--- src/rtl/byte_serializer_if.sv ---
// Handshake and serial-output bundle for byte_serializer.
//   data_in    : parallel word from the upstream bit-reverser (producer -> serializer)
//   in_valid   : data_in is valid this cycle (producer -> serializer)
//   in_ready   : serializer accepts a word at the next rising edge (serializer -> producer)
//   sout       : serial data bit
//   sout_valid : sout carries a data bit this cycle
//   sof        : high for exactly the first bit of each word
//   busy       : a word is in flight
// The master modport is the producer/consumer side; the slave modport is the serializer.
interface byte_serializer_if #(
  parameter int unsigned WIDTH = 8
) ();

  logic [WIDTH-1:0] data_in;
  logic             in_valid;
  logic             in_ready;
  logic             sout;
  logic             sout_valid;
  logic             sof;
  logic             busy;

  modport master (
    output data_in,
    output in_valid,
    input  in_ready,
    input  sout,
    input  sout_valid,
    input  sof,
    input  busy
  );

  modport slave (
    input  data_in,
    input  in_valid,
    output in_ready,
    output sout,
    output sout_valid,
    output sof,
    output busy
  );

endinterface

--- src/rtl/byte_serializer.sv ---
// Parallel-to-serial converter for the word produced by the bit-reverser stage.
// A word is accepted through a valid/ready handshake and shifted out one bit per clock.
// Words may follow each other with no idle cycle; sof marks the first bit of each word.
//
// Ports:
//   clk    : rising-edge clock
//   rst    : asynchronous, active-high reset; aborts any word in flight
//   ser_if : byte_serializer_if.slave (data_in, in_valid, in_ready, sout, sout_valid, sof, busy)
//
// Parameters:
//   WIDTH     : bits per word, 2..32
//   LSB_FIRST : 0 transmits data_in[WIDTH-1] first, 1 transmits data_in[0] first
module byte_serializer #(
  parameter int unsigned WIDTH     = 8,
  parameter bit          LSB_FIRST = 1'b0
) (
  input logic              clk,
  input logic              rst,
  byte_serializer_if.slave ser_if
);

  localparam int unsigned     CntW   = $clog2(WIDTH);
  localparam logic [CntW-1:0] CntMax = CntW'(WIDTH - 1);

  typedef enum logic [0:0] {
    StIdle,
    StShift
  } state_e;

  state_e           state_q;
  logic [WIDTH-1:0] shreg_q;
  logic [CntW-1:0]  cnt_q;
  logic             busy_q;
  logic             sof_q;
  logic             in_ready_q;
  logic             out_bit;

  // All outputs are held in flops updated alongside the state, so in_ready never depends
  // combinationally on in_valid.
  always_ff @(posedge clk or posedge rst) begin
    if (rst) begin
      state_q    <= StIdle;
      shreg_q    <= '0;
      cnt_q      <= '0;
      busy_q     <= 1'b0;
      sof_q      <= 1'b0;
      in_ready_q <= 1'b1;
    end else begin
      case (state_q)
        StIdle: begin
          if (ser_if.in_valid) begin
            state_q    <= StShift;
            shreg_q    <= ser_if.data_in;
            cnt_q      <= '0;
            busy_q     <= 1'b1;
            sof_q      <= 1'b1;
            in_ready_q <= 1'b0;
          end
        end
        StShift: begin
          if (cnt_q == CntMax) begin
            if (ser_if.in_valid) begin
              // Seamless reload: the next word's first bit follows the last bit directly.
              shreg_q    <= ser_if.data_in;
              cnt_q      <= '0;
              sof_q      <= 1'b1;
              in_ready_q <= 1'b0;
            end else begin
              state_q    <= StIdle;
              shreg_q    <= '0;
              cnt_q      <= '0;
              busy_q     <= 1'b0;
              sof_q      <= 1'b0;
              in_ready_q <= 1'b1;
            end
          end else begin
            // Shift toward the output end with zero fill.
            shreg_q    <= LSB_FIRST ? (shreg_q >> 1) : (shreg_q << 1);
            cnt_q      <= cnt_q + 1'b1;
            sof_q      <= 1'b0;
            // Ready is raised for the cycle that carries the last bit.
            in_ready_q <= (cnt_q == CntMax - 1'b1);
          end
        end
        default: begin
          state_q    <= StIdle;
          shreg_q    <= '0;
          cnt_q      <= '0;
          busy_q     <= 1'b0;
          sof_q      <= 1'b0;
          in_ready_q <= 1'b1;
        end
      endcase
    end
  end

  assign out_bit = LSB_FIRST ? shreg_q[0] : shreg_q[WIDTH-1];

  // Gating keeps sout at 0 whenever no data bit is being carried.
  assign ser_if.sout       = busy_q & out_bit;
  assign ser_if.sout_valid = busy_q;
  assign ser_if.busy       = busy_q;
  assign ser_if.sof        = sof_q;
  assign ser_if.in_ready   = in_ready_q;

endmodule
--- src/flat_wrapper.sv ---
// flat-port wrapper written by rule: the top's interface ports become plain ports
module byte_serializer_flat 
#(
  parameter int unsigned WIDTH     = 8,
  parameter bit          LSB_FIRST = 1'b0
)
  (clk, rst, ser_if_data_in, ser_if_in_valid, ser_if_in_ready, ser_if_sout, ser_if_sout_valid, ser_if_sof, ser_if_busy);
  byte_serializer_if #(.WIDTH(WIDTH)) ser_if_i ();
  input logic clk;
  input logic rst;
  input wire logic [$bits(ser_if_i.data_in)-1:0] ser_if_data_in;
  input wire logic [$bits(ser_if_i.in_valid)-1:0] ser_if_in_valid;
  output wire logic [$bits(ser_if_i.in_ready)-1:0] ser_if_in_ready;
  output wire logic [$bits(ser_if_i.sout)-1:0] ser_if_sout;
  output wire logic [$bits(ser_if_i.sout_valid)-1:0] ser_if_sout_valid;
  output wire logic [$bits(ser_if_i.sof)-1:0] ser_if_sof;
  output wire logic [$bits(ser_if_i.busy)-1:0] ser_if_busy;
  assign ser_if_i.data_in = ser_if_data_in;
  assign ser_if_i.in_valid = ser_if_in_valid;
  assign ser_if_in_ready = ser_if_i.in_ready;
  assign ser_if_sout = ser_if_i.sout;
  assign ser_if_sout_valid = ser_if_i.sout_valid;
  assign ser_if_sof = ser_if_i.sof;
  assign ser_if_busy = ser_if_i.busy;
  byte_serializer #(.WIDTH(WIDTH), .LSB_FIRST(LSB_FIRST)) u_core (.clk(clk), .rst(rst), .ser_if(ser_if_i));
endmodule
--- config.mk ---
export PLATFORM = sky130hd
export DESIGN_NAME = byte_serializer_flat
export DESIGN_NICKNAME = d
export VERILOG_FILES = /design/src/rtl/byte_serializer_if.sv /design/src/rtl/byte_serializer.sv /design/src/flat_wrapper.sv
export SDC_FILE = /design/constraint.sdc
export NUM_CORES = 1
export LEC_CHECK = 0
export ABC_AREA = 1
export BUFFER_PORTS_ARGS = -buffer_cell sky130_fd_sc_hd__buf_2
export CAP_MARGIN = 20
export CORE_MARGIN = 2
export CORE_UTILIZATION = 45
export DETAILED_ROUTE_END_ITERATION = 10
export PLACE_DENSITY = 0.77
export SETUP_SLACK_MARGIN = 0.4
export SYNTH_ARGS = -nofsm -noshare
export SYNTH_HDL_FRONTEND = slang
export SYNTH_SLANG_ARGS = --single-unit
--- constraint.sdc ---
create_clock -name clk -period 1.5 [get_ports clk]
set_input_delay 0.075 -clock clk [delete_from_list [all_inputs] [get_ports clk]]
set_output_delay 0.075 -clock clk [all_outputs]
set_load 0.01 [all_outputs]
==> results of run 1 <==
state kept, by name, summed over array words and instances, names as in the netlist:
signal,count
u_core.ser_if.busy,1
u_core.ser_if.in_ready,1
u_core.shreg_q,8
u_core.cnt_q,3
u_core.ser_if.sof,1
u_core.state_q,1
path summary, 6_finish.rpt:
| kind | startpoint | endpoint | slack (ns) |
|---|---|---|---|
| min reg2reg | u_core.ser_if.in_ready | u_core.ser_if.in_ready | 0.51 |
| min in group asynchronous | rst | u_core.ser_if.sof | 0.37 |
| min | ser_if_data_in[0] | u_core.shreg_q[0] | 0.03 |
| max reg2reg | u_core.cnt_q[0] | u_core.shreg_q[3] | 0.29 |
| max in group asynchronous | rst | u_core.ser_if.in_ready | 0.75 |
| max | u_core.cnt_q[0] | u_core.shreg_q[3] | 0.29 |
per-stage QoR:
step	total power [mW]	instances	hold WS (ns)	utilization	setup slack, ns
after floorplan	1.25	102	-0.0242	-	0.378
final	1.87	147	0.0280	0.614	0.287
after global placement	1.37	139	0.162	0.535	0.313
after detailed placement	1.40	139	0.160	0.535	0.277
after global routing	2.03	147	0.0346	0.614	0.232
after CTS	1.70	146	0.0231	0.570	0.294
layout by cell type (no fill, tap or decap), types with 3 or more instances in the layout:
cell	count
sky130_fd_sc_hd__o21ai_2	3
sky130_fd_sc_hd__nand3_1	8
sky130_fd_sc_hd__inv_1	11
sky130_fd_sc_hd__a21oi_1	7
sky130_fd_sc_hd__clkbuf_4	3
sky130_fd_sc_hd__nand2_1	12
sky130_fd_sc_hd__ha_4	4
sky130_fd_sc_hd__nand2_2	4
sky130_fd_sc_hd__buf_2	15
sky130_fd_sc_hd__nor2_1	23
sky130_fd_sc_hd__dfrtp_1	14
report_power, final:
part / internal [mW] / leakage (nW) / switching [mW]
clock network: 0.0989 / 0.0177 / 0.141
registers: 0.583 / 0.185 / 0.137
logic: 0.440 / 0.371 / 0.472
total: 1.12 / 0.574 / 0.751
worst reg2reg max path: cells and delay by family (launching register included):
| family | cells | cell delay (ns) |
|---|---|---|
| buffers and inverters | 1 | 0.08 |
| AND/OR/NAND/NOR | 4 | 0.28 |
| flip-flops | 1 | 0.42 |
| adder cells (fa/ha/maj) | 2 | 0.37 |
cells by family after synthesis:
family / Yosys count
DFF: 15
and+or+nand+nor: 52
adders and majority gates: 4
AOI/OAI and AO/OA: 12
buffers and inverters: 19
area by class of cell:
type                            count  area [um2]
Fill cell                         144         659
Clock inverter                      1        5.00
Clock buffer                        3        22.5
Inverter                           15        66.3
Sequential cell                    15         377
Timing Repair Buffer               20         123
Multi-Input combinational cell     68         424
Tap cell                           25        31.3
what timing repair did:
action / CTS / global route
buffers inserted: 2 / 1
pin swaps: 2 / 2
gates resized for setup: 4 / 16
hold endpoints to repair: 14 / 0
hold buffers: 1 / 0
setup endpoints to repair: 13 / 14
routing by layer:
| layer | track usage | vias to the layer above | share of wire |
|---|---|---|---|
| met2 | 0.272 | 22 | 0.51 |
| met5 | 0 | - | 0 |
| met4 | 0.0514 | 0 | 0.0038 |
| li1 | - | 355 | - |
| met3 | 0.0235 | 2 | 0.054 |
| met1 | 0.239 | 327 | 0.43 |
==> flow_summary.rst, run 1 <==
.. list-table::
   :header-rows: 1

   * - Metric
     - Value
   * - Outcome
     - complete, no violations
   * - Setup_tns
     - 0 ns
   * - Post-detail-place hpwl
     - around 1000 um
   * - Final setup vio count
     - 0
   * - XOR/XNOR Fraction of Synth Area
     - 0
   * - Wire per inst
     - 10.7 um
   * - Synth async-reset ratio
     - 1.00
   * - Largest fanout of any net on the critical path
     - 8
   * - Adder and majority gate portion of the synthesized area
     - 0.0617
   * - Vias
     - about 700
   * - Total of warnings raised by yosys
     - 0
   * - Syn avg cell area
     - 7.95 um2
   * - Skew-Pair Late Insertion Delay
     - approximately 0.28 ns
   * - Synth Area in Compound Gates
     - 0.0787
   * - Cells along the critical path
     - ha_4 -> ha_4 -> inv_6 -> nand3_2 -> nand2_2 -> nor2_1 -> nor2_1
   * - Most frequent cells after synthesis
     - sky130_fd_sc_hd__nor2_1, sky130_fd_sc_hd__dfrtp_1, sky130_fd_sc_hd__inv_1, sky130_fd_sc_hd__nand2_1, sky130_fd_sc_hd__nand3_1
   * - Via count of the first global-routing pass
     - between 600 and 700
   * - Inserted Clock Buffers
     - 3
   * - Number of iterations in the first detailed-routing pass
     - 5
   * - CTS Sinks
     - 15
   * - Post-synthesis instance area
     - approximately 810 um2
   * - Transition at the pin with the smallest max-transition slack
     - 0.576 ns
   * - Height of the chip
     - approximately 46 um
   * - Die Footprint
     - about 2200 um2
   * - Normalized max-slew margin
     - 0.616
   * - Endpoints failing hold
     - 0
   * - Number of library cell types mapped by synthesis
     - 16
   * - First-pass GRT wire length
     - between 2000 and 3000 um
   * - Area contributors post-synth
     - sky130_fd_sc_hd__dfrtp_1, sky130_fd_sc_hd__nor2_1, sky130_fd_sc_hd__inv_1
   * - Cell family with the largest share of critical-path delay
     - flip-flops
   * - Worst path buffer plus inverter count
     - 1
   * - Worst reg-to-reg path cell count
     - 7
   * - Power density cells
     - 1790 nW/um2
   * - Chip Width
     - 46.4 um
   * - Ports
     - 16
   * - Final wirelength
     - 1570 um
   * - Starting density of the core
     - 0.475
   * - Area share of the leading cell type in the synthesized netlist
     - 0.432
   * - Global placer's final weighted congestion
     - 0.828
   * - Delay contributed by the slowest stage of the critical path
     - 0.42 ns
   * - Number of synthesized flops with an enable pin
     - 0
   * - Synth-to-layout area growth
     - 29.3%
   * - I/O Buffers
     - 15
   * - Clock-pin slew of the registers on the worst-case setup and hold paths
     - 0.10 ns
   * - Sort of element at the end of the critical path
     - flip-flop
   * - WP data required
     - 1.72 ns
   * - Initial DRC count
     - 12
   * - P_leak
     - 0.574 nW
   * - Post-synthesis register bit count
     - 15
   * - Path category of the worst min-delay check
     - in2reg
   * - Antenna-violating nets left
     - 0
   * - Final standard cell area without fillers
     - 1050 um2
   * - Maximum number of pins on one net before global-route repair
     - 22
   * - Fin Clk Skew
     - 0.00485 ns
   * - Largest family of logic cells by synthesized area
     - simple AND/OR/NAND/NOR gates
   * - Placeable Area
     - approximately 1700 um2
   * - Synthesized net count
     - 117
   * - Number of antenna violations at the first check in global routing
     - 0
   * - Share of synthesized area occupied by flip-flops and latches
     - 0.465
   * - CTS tree
     - yes
   * - Achievable frequency
     - 824 MHz
   * - Period utilisation layout
     - 0.809
   * - Number of stages on the worst setup path
     - 7
   * - Post-Syn Instances
     - 102
   * - Worst setup SP type
     - flip-flop
   * - Top FF cell, synth
     - sky130_fd_sc_hd__dfrtp_1
   * - Clock root cell
     - sky130_fd_sc_hd__clkbuf_4
   * - Mux cell area share after synthesis
     - 0
   * - Clock Path Buffers
     - 2
   * - Post-detailed-route via-to-cell ratio
     - about 4.8
   * - Largest vdd supply drop
     - 1.09 mV
   * - Arrival time of data at the critical path endpoint
     - 1.43 ns
   * - Antenna cells
     - 0
   * - Cell with the largest stage delay on the worst path
     - sky130_fd_sc_hd__dfrtp_1
   * - Final Critical Period
     - 1.21 ns
   * - Cell taking the most area after synthesis
     - sky130_fd_sc_hd__dfrtp_1
   * - Residual overflow from global routing
     - 0
   * - Cell with the most instances after synthesis
     - sky130_fd_sc_hd__nor2_1
   * - Number of max-capacitance violations reported
     - 0
   * - Crit Path Class
     - reg2reg
   * - Share of post-route cells with drive strength above 1
     - 0.361
   * - Worst hold path depth
     - 3
   * - Simple logic cell fraction of the synthesized area
     - 0.281
   * - Count of final max-slew check failures
     - 0
   * - Core Rows
     - 15
   * - Placed Area
     - 913 um2
   * - Total routing resource utilization after global routing
     - 0.171
   * - Level count of the clock H-tree
     - 1
   * - Final-stage net count
     - 138
   * - RSZ-0062 raised after global routing
     - true
   * - DRC violation count after routing
     - 0
No activity file was read; power rests on OpenSTA's default activity.
==> run 2, diff against run 1 <==
- PLACE_DENSITY: 0.77 -> 0.8
- clock period: 1.5 -> 1.1 ns (I/O delays scaled with it)
==> run 2 against run 1 <==
Effect of this change:
- the run now ends with hold timing, setup timing left
- count of clock-buffer cells in the layout increased by 1
- setup slack worse by 0.41 ns
- largest power group unchanged
- non-clock buffer count up 5
==> flow_summary.rst, run 2 (synthesis gave the netlist of run 1 again) <==
.. list-table::
   :header-rows: 1

   * - Metric
     - Value
   * - Filler Cells Inserted
     - about 130
   * - First-pass GRT wire length
     - 2460 um
   * - Skew-Pair Late Insertion Delay
     - 0.29 ns
   * - Overall power consumption
     - 2.52 mW
   * - P_leak
     - 0.598 nW
   * - Achievable frequency
     - 815 MHz
   * - Residual overflow from global routing
     - 0
   * - Crit Path Class
     - reg2reg
   * - Core Rows
     - 15
   * - Arrival time of data at the critical path endpoint
     - between 1 and 1.5 ns
   * - WP data required
     - between 1 and 1.5 ns
   * - Initial DRC count
     - 12
   * - Inserted Clock Buffers
     - 3
   * - Cell with the largest stage delay on the worst path
     - sky130_fd_sc_hd__dfrtp_1
   * - Wire per inst
     - 10.4 um
   * - Cells along the critical path
     - ha_4 -> ha_4 -> nand2_4 -> a21oi_1 -> nor2_1 -> nor2_1
   * - Final-stage net count
     - 143
   * - Antenna cells
     - 0
   * - Final setup vio count
     - 12
   * - Path category of the worst min-delay check
     - in2async
   * - Delay contributed by the slowest stage of the critical path
     - 0.43 ns
   * - Final wirelength
     - 1580 um
   * - Total routing resource utilization after global routing
     - 0.165
   * - Final Hold Slack
     - -0.193 ns
   * - Clock-pin slew of the registers on the worst-case setup and hold paths
     - 0.09 ns
   * - GRT met1 Usage
     - 0.200
   * - Final Critical Period
     - 1.23 ns
   * - Worst r2r dst
     - u_core.shreg_q[5]
   * - Post-detailed-route via-to-cell ratio
     - 4.62
   * - Largest registers
     - u_core.shreg_q: 8 flops, u_core.cnt_q: 3 flops
   * - Power density cells
     - 2360 nW/um2
   * - Height of the chip
     - 46.4 um
   * - Number of iterations in the first detailed-routing pass
     - 3
   * - Period utilisation layout
     - 1.12
   * - Level count of the clock H-tree
     - 1
   * - Endpoints failing hold
     - 14
   * - Transition at the pin with the smallest max-transition slack
     - about 0.58 ns
   * - Clock Path Buffers
     - 2
   * - Highest-utilization routing layer at the global route stage
     - met2
   * - Fraction of met2 tracks used by global routing
     - 0.272
   * - Largest vdd supply drop
     - 1.52 mV
   * - Worst setup SP type
     - flip-flop
   * - Post-detail-place hpwl
     - around 1100 um
   * - CTS tree
     - yes
   * - RSZ-0062 raised after global routing
     - true
   * - CTS Sinks
     - 15
   * - Synth-to-layout area growth
     - 31.9%
   * - Maximum number of pins on one net before global-route repair
     - 16
   * - Met3 Use GR
     - 0.0353
   * - Number of max-capacitance violations reported
     - 0
   * - Commonest cells after routing, fill and taps aside
     - sky130_fd_sc_hd__nor2_1, sky130_fd_sc_hd__dfrtp_1, sky130_fd_sc_hd__buf_2
   * - Placeable Area
     - 1710 um2
   * - DRC violation count after routing
     - 0
   * - Fin Clk Skew
     - 0.00367 ns
   * - Worst reg-to-reg path cell count
     - 6
   * - Origin of the worst setup path
     - u_core.cnt_q[0]
   * - Count of hold buffers inserted by post-cts repair
     - 1
   * - Timing endpoint of the critical path
     - u_core.shreg_q[5]
   * - Reg2reg setup slack
     - -0.13 ns
   * - Normalized max-slew margin
     - 0.612
   * - Global placer's final weighted congestion
     - 0.818
   * - Launch instance of the worst register-to-register path
     - u_core.cnt_q[0]
   * - Starting density of the core
     - 0.475
   * - Sort of element at the end of the critical path
     - flip-flop
   * - Count of final max-slew check failures
     - 0
   * - Die Footprint
     - approximately 2200 um2
   * - Ports
     - 16
   * - Failing checks
     - hold timing, setup timing
   * - Number of antenna violations at the first check in global routing
     - 0
   * - Setup slack at placement
     - -0.0793 ns
   * - Clock root cell
     - sky130_fd_sc_hd__clkbuf_4
   * - Worst setup margin
     - -0.128 ns
   * - Share of post-route cells with drive strength above 1
     - 0.362
   * - Largest fanout of any net on the critical path
     - 8
   * - Chip Width
     - 46.4 um
   * - Antenna-violating nets left
     - 0
   * - Flip-flop count of the largest register, all copies and words added
     - 8
   * - Biggest register
     - u_core.shreg_q
   * - Vias
     - roughly 700
   * - Outcome
     - finished, violations left
   * - I/O Buffers
     - 15
   * - Via count of the first global-routing pass
     - 613
   * - Most common library cell in the layout ignoring fill and taps
     - sky130_fd_sc_hd__nor2_1
run 2: cell type report:
cell class              count  area (um2)  area share
inverters                  15        63.8      0.0596
well taps                  25        31.3      0.0292
clock buffers               4        26.3      0.0246
repair buffers             25         165       0.154
multi-input cells          68         407       0.380
flip-flops and latches     15         377       0.352
run 2: worst max-delay path: cells and delay by family, from the launching register on:
| family | cells | cell delay [ns] |
|---|---|---|
| and+or+nand+nor | 3 | 0.26 |
| AOI/OAI and AO/OA | 1 | 0.08 |
| DFF | 1 | 0.43 |
| adders and majority gates | 2 | 0.36 |
run 2: worst min-delay path by stage:
stage / start / end / slack (ns)
3_3_place_gp: rst / u_core.cnt_q[2] / 0.14
3_5_place_dp: rst / u_core.cnt_q[2] / 0.15
4_1_cts: rst / u_core.cnt_q[2] / -0.17
5_1_grt: rst / u_core.ser_if.busy / -0.15
6_report: rst / u_core.cnt_q[2] / -0.19
2_1_floorplan: rst / u_core.cnt_q[0] / -0.04
run 2: repair_timing:
action / CTS / global route
setup endpoints to repair: 20 / 20
hold endpoints to repair: 15 / 14
buffers inserted: 1 / 1
pin swaps: 2 / 4
gates resized for setup: 8 / 5
cloned: 0 / 0
run 2: power breakdown:
group / internal [mW] / total, mW / switching, mW
clock: 0.141 / 0.325 / 0.184
sequential: 0.795 / 0.997 / 0.201
combinational: 0.609 / 1.20 / 0.594
total: 1.55 / 2.52 / 0.979
run 2: through the flow:
stage / util / area [um2] / cells / hold WS [ns] / TNS [ns]
after floorplan: - / 833 / 102 / -0.0442 / -0.173
after global placement: 0.561 / 958 / 145 / 0.137 / -0.379
after detailed placement: 0.561 / 958 / 145 / 0.146 / -0.595
after CTS: 0.611 / 1040 / 151 / -0.172 / -0.857
after global routing: 0.626 / 1070 / 152 / -0.152 / -1.71
final: 0.626 / 1070 / 152 / -0.193 / -0.928
run 2: per-layer routing:
layer / part of all wire / vias up / routed length [um]
met3: 0.029 / 4 / 45
li1: - / 371 / -
met2: 0.47 / 9 / 744
met4: 0.020 / 0 / 32
met1: 0.48 / 318 / 753
met5: 0 / - / 0
